**config.mk**
```make
export PLATFORM = sky130hd
export DESIGN_NAME = cnt_sched_flat
export DESIGN_NICKNAME = d
export VERILOG_FILES = /design/src/rtl/cnt_sched_if.sv /design/src/rtl/cnt_sched.sv /design/src/flat_wrapper.sv
export SDC_FILE = /design/constraint.sdc
export NUM_CORES = 1
export LEC_CHECK = 0
export CORE_MARGIN = 2
export CORE_UTILIZATION = 46
export DETAILED_ROUTE_END_ITERATION = 7
export PLACE_DENSITY_LB_ADDON = 0.05
export SETUP_SLACK_MARGIN = 0.4
export SYNTH_ARGS = -nofsm -noshare
export SYNTH_HDL_FRONTEND = slang
export SYNTH_SLANG_ARGS = --single-unit
```
**constraint.sdc**
```tcl
create_clock -name clk -period 3.4 [get_ports clk]
set_clock_uncertainty 0.1 [all_clocks]
set_input_delay 1.02 -clock clk [delete_from_list [all_inputs] [get_ports clk]]
set_output_delay 1.02 -clock clk [all_outputs]
set_load 0.03 [all_outputs]
```
**src/rtl/cnt_sched_if.sv**
```systemverilog
// rtl/cnt_sched_if.sv - request/response/counter signal bundle for cnt_sched
interface cnt_sched_if;
    logic [1:0]      req_valid;
    logic [1:0][3:0] req_start;
    logic [1:0]      req_down;
    logic [1:0][3:0] req_len;
    logic [1:0]      req_ready;
    logic            rsp_valid;
    logic            rsp_id;
    logic [3:0]      rsp_count;
    logic            rsp_wrap;
    logic            rsp_err;
    logic            busy;
    logic            cnt_load_en;
    logic [3:0]      cnt_load;
    logic            cnt_down;
    logic [3:0]      cnt_count;

    modport master (
        output req_valid, req_start, req_down, req_len, cnt_count,
        input  req_ready, rsp_valid, rsp_id, rsp_count, rsp_wrap, rsp_err,
               busy, cnt_load_en, cnt_load, cnt_down
    );

    modport slave (
        input  req_valid, req_start, req_down, req_len, cnt_count,
        output req_ready, rsp_valid, rsp_id, rsp_count, rsp_wrap, rsp_err,
               busy, cnt_load_en, cnt_load, cnt_down
    );
endinterface

```
**src/rtl/cnt_sched.sv**
```systemverilog
// rtl/cnt_sched.sv - two-requester round-robin scheduler driving an external up/down counter
module cnt_sched (
    input  logic         clk,
    input  logic         rstn,
    cnt_sched_if.slave   bus
);
    typedef enum logic [1:0] {IDLE, LOAD, RUN, DONE} state_t;

    state_t     state_q, state_d;
    logic       ptr_q, ptr_d;
    logic [3:0] park_q, park_d;
    logic [3:0] rem_q, rem_d;
    logic       id_q, id_d;
    logic       down_q, down_d;
    logic [3:0] start_q, start_d;
    logic [3:0] len_q, len_d;
    logic [3:0] exp_q, exp_d;
    logic       wrap_q, wrap_d;
    logic       rsp_id_q, rsp_id_d;
    logic [3:0] rsp_count_q, rsp_count_d;
    logic       rsp_wrap_q, rsp_wrap_d;
    logic       rsp_err_q, rsp_err_d;

    logic [1:0] grant;
    logic       sel;
    logic [4:0] sum5, diff5;
    logic [1:0] ready_c;
    logic       rsp_valid_c, busy_c, load_en_c, down_c;
    logic [3:0] load_c;

    // Both requesting: pointer wins; otherwise the lone requester wins.
    always_comb begin
        grant = bus.req_valid;
        if (bus.req_valid == 2'b11) begin
            grant = ptr_q ? 2'b10 : 2'b01;
        end
        sel   = grant[1];
        sum5  = {1'b0, bus.req_start[sel]} + {1'b0, bus.req_len[sel]};
        diff5 = {1'b0, bus.req_start[sel]} - {1'b0, bus.req_len[sel]};
    end

    always_comb begin
        state_d     = state_q;
        ptr_d       = ptr_q;
        park_d      = park_q;
        rem_d       = rem_q;
        id_d        = id_q;
        down_d      = down_q;
        start_d     = start_q;
        len_d       = len_q;
        exp_d       = exp_q;
        wrap_d      = wrap_q;
        rsp_id_d    = rsp_id_q;
        rsp_count_d = rsp_count_q;
        rsp_wrap_d  = rsp_wrap_q;
        rsp_err_d   = rsp_err_q;
        ready_c     = 2'b00;
        rsp_valid_c = 1'b0;
        busy_c      = 1'b0;
        load_en_c   = 1'b0;
        load_c      = 4'd0;
        down_c      = 1'b0;
        if (rstn) begin
            case (state_q)
                IDLE: begin
                    load_en_c = 1'b1;
                    load_c    = park_q;
                    ready_c   = grant;
                    if (grant != 2'b00) begin
                        id_d    = sel;
                        start_d = bus.req_start[sel];
                        down_d  = bus.req_down[sel];
                        len_d   = bus.req_len[sel];
                        // Bit 4 is the carry (up) or borrow (down) across the 4-bit boundary.
                        exp_d   = bus.req_down[sel] ? diff5[3:0] : sum5[3:0];
                        wrap_d  = bus.req_down[sel] ? diff5[4] : sum5[4];
                        ptr_d   = ~sel;
                        state_d = LOAD;
                    end
                end
                LOAD: begin
                    busy_c    = 1'b1;
                    load_en_c = 1'b1;
                    load_c    = start_q;
                    down_c    = down_q;
                    rem_d     = len_q;
                    state_d   = (len_q != 4'd0) ? RUN : DONE;
                end
                RUN: begin
                    busy_c = 1'b1;
                    down_c = down_q;
                    rem_d  = rem_q - 4'd1;
                    if (rem_q == 4'd1) begin
                        state_d = DONE;
                    end
                end
                DONE: begin
                    busy_c      = 1'b1;
                    rsp_valid_c = 1'b1;
                    load_en_c   = 1'b1;
                    load_c      = bus.cnt_count;
                    park_d      = bus.cnt_count;
                    rsp_id_d    = id_q;
                    rsp_count_d = bus.cnt_count;
                    rsp_wrap_d  = wrap_q;
                    rsp_err_d   = (bus.cnt_count != exp_q);
                    state_d     = IDLE;
                end
                default: state_d = IDLE;
            endcase
        end
    end

    always_ff @(posedge clk) begin
        if (!rstn) begin
            state_q     <= IDLE;
            ptr_q       <= 1'b0;
            park_q      <= 4'd0;
            rem_q       <= 4'd0;
            id_q        <= 1'b0;
            down_q      <= 1'b0;
            start_q     <= 4'd0;
            len_q       <= 4'd0;
            exp_q       <= 4'd0;
            wrap_q      <= 1'b0;
            rsp_id_q    <= 1'b0;
            rsp_count_q <= 4'd0;
            rsp_wrap_q  <= 1'b0;
            rsp_err_q   <= 1'b0;
        end else begin
            state_q     <= state_d;
            ptr_q       <= ptr_d;
            park_q      <= park_d;
            rem_q       <= rem_d;
            id_q        <= id_d;
            down_q      <= down_d;
            start_q     <= start_d;
            len_q       <= len_d;
            exp_q       <= exp_d;
            wrap_q      <= wrap_d;
            rsp_id_q    <= rsp_id_d;
            rsp_count_q <= rsp_count_d;
            rsp_wrap_q  <= rsp_wrap_d;
            rsp_err_q   <= rsp_err_d;
        end
    end

    // Response fields are live during DONE and hold the last completion otherwise.
    assign bus.req_ready   = ready_c;
    assign bus.rsp_valid   = rsp_valid_c;
    assign bus.rsp_id      = rsp_valid_c ? id_q : rsp_id_q;
    assign bus.rsp_count   = rsp_valid_c ? bus.cnt_count : rsp_count_q;
    assign bus.rsp_wrap    = rsp_valid_c ? wrap_q : rsp_wrap_q;
    assign bus.rsp_err     = rsp_valid_c ? (bus.cnt_count != exp_q) : rsp_err_q;
    assign bus.busy        = busy_c;
    assign bus.cnt_load_en = load_en_c;
    assign bus.cnt_load    = load_c;
    assign bus.cnt_down    = down_c;
endmodule
```
**src/flat_wrapper.sv**
```systemverilog
// flat-port wrapper written by rule: the top's interface ports become plain ports
module cnt_sched_flat 
  (clk, rstn, bus_req_valid, bus_req_start, bus_req_down, bus_req_len, bus_cnt_count, bus_req_ready, bus_rsp_valid, bus_rsp_id, bus_rsp_count, bus_rsp_wrap, bus_rsp_err, bus_busy, bus_cnt_load_en, bus_cnt_load, bus_cnt_down);
  cnt_sched_if bus_i ();
  input  logic clk;
  input  logic rstn;
  input wire logic [$bits(bus_i.req_valid)-1:0] bus_req_valid;
  input wire logic [$bits(bus_i.req_start)-1:0] bus_req_start;
  input wire logic [$bits(bus_i.req_down)-1:0] bus_req_down;
  input wire logic [$bits(bus_i.req_len)-1:0] bus_req_len;
  input wire logic [$bits(bus_i.cnt_count)-1:0] bus_cnt_count;
  output wire logic [$bits(bus_i.req_ready)-1:0] bus_req_ready;
  output wire logic [$bits(bus_i.rsp_valid)-1:0] bus_rsp_valid;
  output wire logic [$bits(bus_i.rsp_id)-1:0] bus_rsp_id;
  output wire logic [$bits(bus_i.rsp_count)-1:0] bus_rsp_count;
  output wire logic [$bits(bus_i.rsp_wrap)-1:0] bus_rsp_wrap;
  output wire logic [$bits(bus_i.rsp_err)-1:0] bus_rsp_err;
  output wire logic [$bits(bus_i.busy)-1:0] bus_busy;
  output wire logic [$bits(bus_i.cnt_load_en)-1:0] bus_cnt_load_en;
  output wire logic [$bits(bus_i.cnt_load)-1:0] bus_cnt_load;
  output wire logic [$bits(bus_i.cnt_down)-1:0] bus_cnt_down;
  assign bus_i.req_valid = bus_req_valid;
  assign bus_i.req_start = bus_req_start;
  assign bus_i.req_down = bus_req_down;
  assign bus_i.req_len = bus_req_len;
  assign bus_i.cnt_count = bus_cnt_count;
  assign bus_req_ready = bus_i.req_ready;
  assign bus_rsp_valid = bus_i.rsp_valid;
  assign bus_rsp_id = bus_i.rsp_id;
  assign bus_rsp_count = bus_i.rsp_count;
  assign bus_rsp_wrap = bus_i.rsp_wrap;
  assign bus_rsp_err = bus_i.rsp_err;
  assign bus_busy = bus_i.busy;
  assign bus_cnt_load_en = bus_i.cnt_load_en;
  assign bus_cnt_load = bus_i.cnt_load;
  assign bus_cnt_down = bus_i.cnt_down;
  cnt_sched u_core (.clk(clk), .rstn(rstn), .bus(bus_i));
endmodule
```
==> impl_results.md <==
- Worst-path fanout max: 8
- Initial antenna violation count: 0
- CP top delay family: multiplexers
- Sequential-to-total area share from yosys stat: 29.5%
- Initial core utilization: 48.6%
- R2R depth: 10
- FILL cells: 344
- Pin count of the biggest net entering global routing: 29
- R2r startpoint: u_core.ptr_q
- Post-Syn Instances: 228
- Crit Path Category: input port to output port
- Worst Setup EP: bus_rsp_id
- Cts-stage hold buffer count: 0
- Crit. Startpoint: rstn
- Hold WC Path Type: flip-flop to flip-flop
- N_diodes: 0
- Leak: 1.24 nW
- Ys flop type: dfxtp_1
- Maximum clock insertion buffer count: 2
- Nets: between 300 and 400
- TritonCTS buffer count: 5
- Final Slew Violations: 0
- EDFF count, synth: 0
- Synth area leaders: dfxtp_1 (29%), ha_1 (8.3%), nor2_1 (6.9%)
- Global router's overall resource usage: between 20% and 30%
- Worst R2R Setup Slack: roughly 0.90 ns
- Drt wl/cell: approximately 15 µm
- Ys Warns: 0
- Fin cells: 355
- PwrDens: 617 nW/µm²
- Final hold slack: roughly 0.37 ns
- Row cnt: 23
- Worst-path cell chain: clkdlybuf4s15_2, nand2_4, mux2_2, buf_6
- Outcome: finished clean
- Root buf cell: clkbuf_8
- RD Place Congestion: 0.911
- Slew HR: 59.9%
- Yosys top cell area share: 29.5%
- Yosys cell types: 49
- Routed Antenna Nets: 0
- Fraction of layout cells with a size suffix above 1: 35.7%
- Worst setup EP type: output port
- # port buffers: 42
- Vias in the first global route: 1920
- First-pass DRT Iterations: 4
- # setup viols final: 0
- Syn nets: 269
- CP max stage delay: 0.36 ns
- Die height: between 60 and 70 µm
- Num ports: 43
- Crit path max-delay cell type: mux2_2
- Core area: 4060 µm²
- Area Overhead vs Synth: 46.0%
- R2R Path End: u_core.exp_q[3]
- Worst EP required: around 2.3 ns
- Clk_lat worst skew: 0.28 ns
- Startpoint Class: input port
- DP Wirelength: 4210 µm
- Crit path DAT: 1.87 ns
- Async set-reset flop share out of synthesis: 0%
- Initial DRC count: slightly below 80
- Via/cell ratio: ~5.3
- Overflow after GRT: 0
- Unrepaired setup endpoints after global routing: true
- Stages on worst setup path: 4
- Endpoints failing hold: 0
- Count of state elements after synthesis: 29
- Max Clk Rate: 0.334 GHz
- Die ar.: 4820 µm²
- Die W: 69.5 µm
- Worst-path clk slew: approximately 0.070 ns
- Fin crit share: 87.9%
- Layout Utilization: a little under three quarters
- Average size of a mapped cell: 8.64 µm²
- Vias: 1898
- VDD IR max: ~410 µV
- First-pass GRT wire length: 9070 µm
- H-tree levels: 2
- Worst-Margin Slew: roughly 0.6 ns
- CTS Sinks: 29
- CTS tree: yes
- Top-count cell post-synth: nor2_1
- DRT Wirelength: 5480 µm
- Placed instance count: 344
- Buffers & Inverters on Critical Path: 2
- DRC violations left: 0
- Max-cap violations: 0
- Final critical-path required period: 2.99 ns
- Mapped Area: 1970 µm²
- Largest area contributor in the netlist: dfxtp_1
- Synth cell count leaders: nor2_1 (36), dfxtp_1 (29), inv_1 (14), nand2_1 (14), ha_1 (13)
-- worst min-delay path, cell delays in order (launching register included) --
cell,delay (ns)
dfxtp_1,0.32
nand2_1,0.05
a21oi_1,0.05
-- state kept, by name, indices dropped and copies added, names as in the netlist --
signal              count
u_core.exp_q            4
u_core.rsp_wrap_q       1
u_core.start_q          4
u_core.state_q          2
u_core.rsp_err_q        1
u_core.wrap_q           1
u_core.rsp_count_q      4
u_core.len_q            4
u_core.id_q             1
u_core.down_q           1
u_core.rem_q            4
u_core.ptr_q            1
u_core.rsp_id_q         1
-- metrics by stage --
step	total power, W	setup slack (ns)	TNS [ns]	area [µm²]
after global routing	0.00191	0.384	0	2880
after global placement	0.00139	-0.148	-0.402	2650
final	0.00178	0.410	0	2880
after CTS	0.00175	0.401	0	2810
after floorplan	0.00112	0.378	0	2000
after detailed placement	0.00141	-0.198	-0.513	2650
-- power by group --
part / total (W) / leakage, nW / internal, W / switching, W
sequential: 0.000535 / 0.238 / 0.000445 / 0.0000893
combinational: 0.000925 / 0.945 / 0.000427 / 0.000499
clock: 0.000316 / 0.0542 / 0.000183 / 0.000134
-- layout by cell type (no fill, tap or decap), drive strengths merged, types with 4 or more instances in the layout --
cell type	synthesis	routed
o211ai	4	4
a21oi	11	11
clkdlybuf4s50	0	18
nand3	4	4
buf	5	59
nor3	4	4
o21ai	10	10
a211oi	9	9
a222oi	4	4
nand2	14	14
ha	13	13
a311oi	4	4
inv	16	16
mux2	8	8
dfxtp	29	29
nor2b	5	5
mux2i	14	14
xor2	4	4
clkbuf	5	8
nor2	37	37
-- per-layer routing --
metal	up-vias	track usage, %	share of wire (%)
met2	47	40.6	49
met5	-	0	0
met1	878	30.0	46
met3	7	4.51	3.7
li1	966	-	-
met4	0	6.97	0.99
-- repair_timing --
item | CTS | global route
setup endpoints to repair | 21 | 14
gates resized for setup | 39 | 17
gates cloned | 0 | 0
hold endpoints to repair | 0 | 0
setup buffers | 3 | 0
pin swaps | 11 | 5
-- area by class of cell --
cell class / instances / area, µm² / area share [%]
inverter: 16 / 60.1 / 2.09
tap: 50 / 62.6 / 2.17
clock buffer: 7 / 96.3 / 3.35
clock inverter: 1 / 5.00 / 0.174
timing repair buffer: 79 / 686 / 23.8
multi-input combinational: 173 / 1390 / 48.2
sequential: 29 / 581 / 20.2
-- cells by family after synthesis --
group	synth area share (%)
fa+ha+maj	10.3
compound gates	21.7
simple gates	17.8
mux	12.1
xor+xnor	3.11
flops	29.5
buf+inv	5.59
-- worst min path at each step --
stage / startpoint / end / slack (ns) / depth (start not counted)
after global routing: u_core.exp_q[0] / u_core.exp_q[0] / 0.41 / 2
after floorplan: u_core.wrap_q / u_core.wrap_q / 0.34 / 2
after detailed placement: u_core.exp_q[0] / u_core.exp_q[0] / 0.36 / 2
after CTS: u_core.exp_q[0] / u_core.exp_q[0] / 0.37 / 2
final: u_core.exp_q[0] / u_core.exp_q[0] / 0.37 / 2
after global placement: u_core.exp_q[0] / u_core.exp_q[0] / 0.36 / 2
Note: power is estimated with default switching activity, not from simulation.
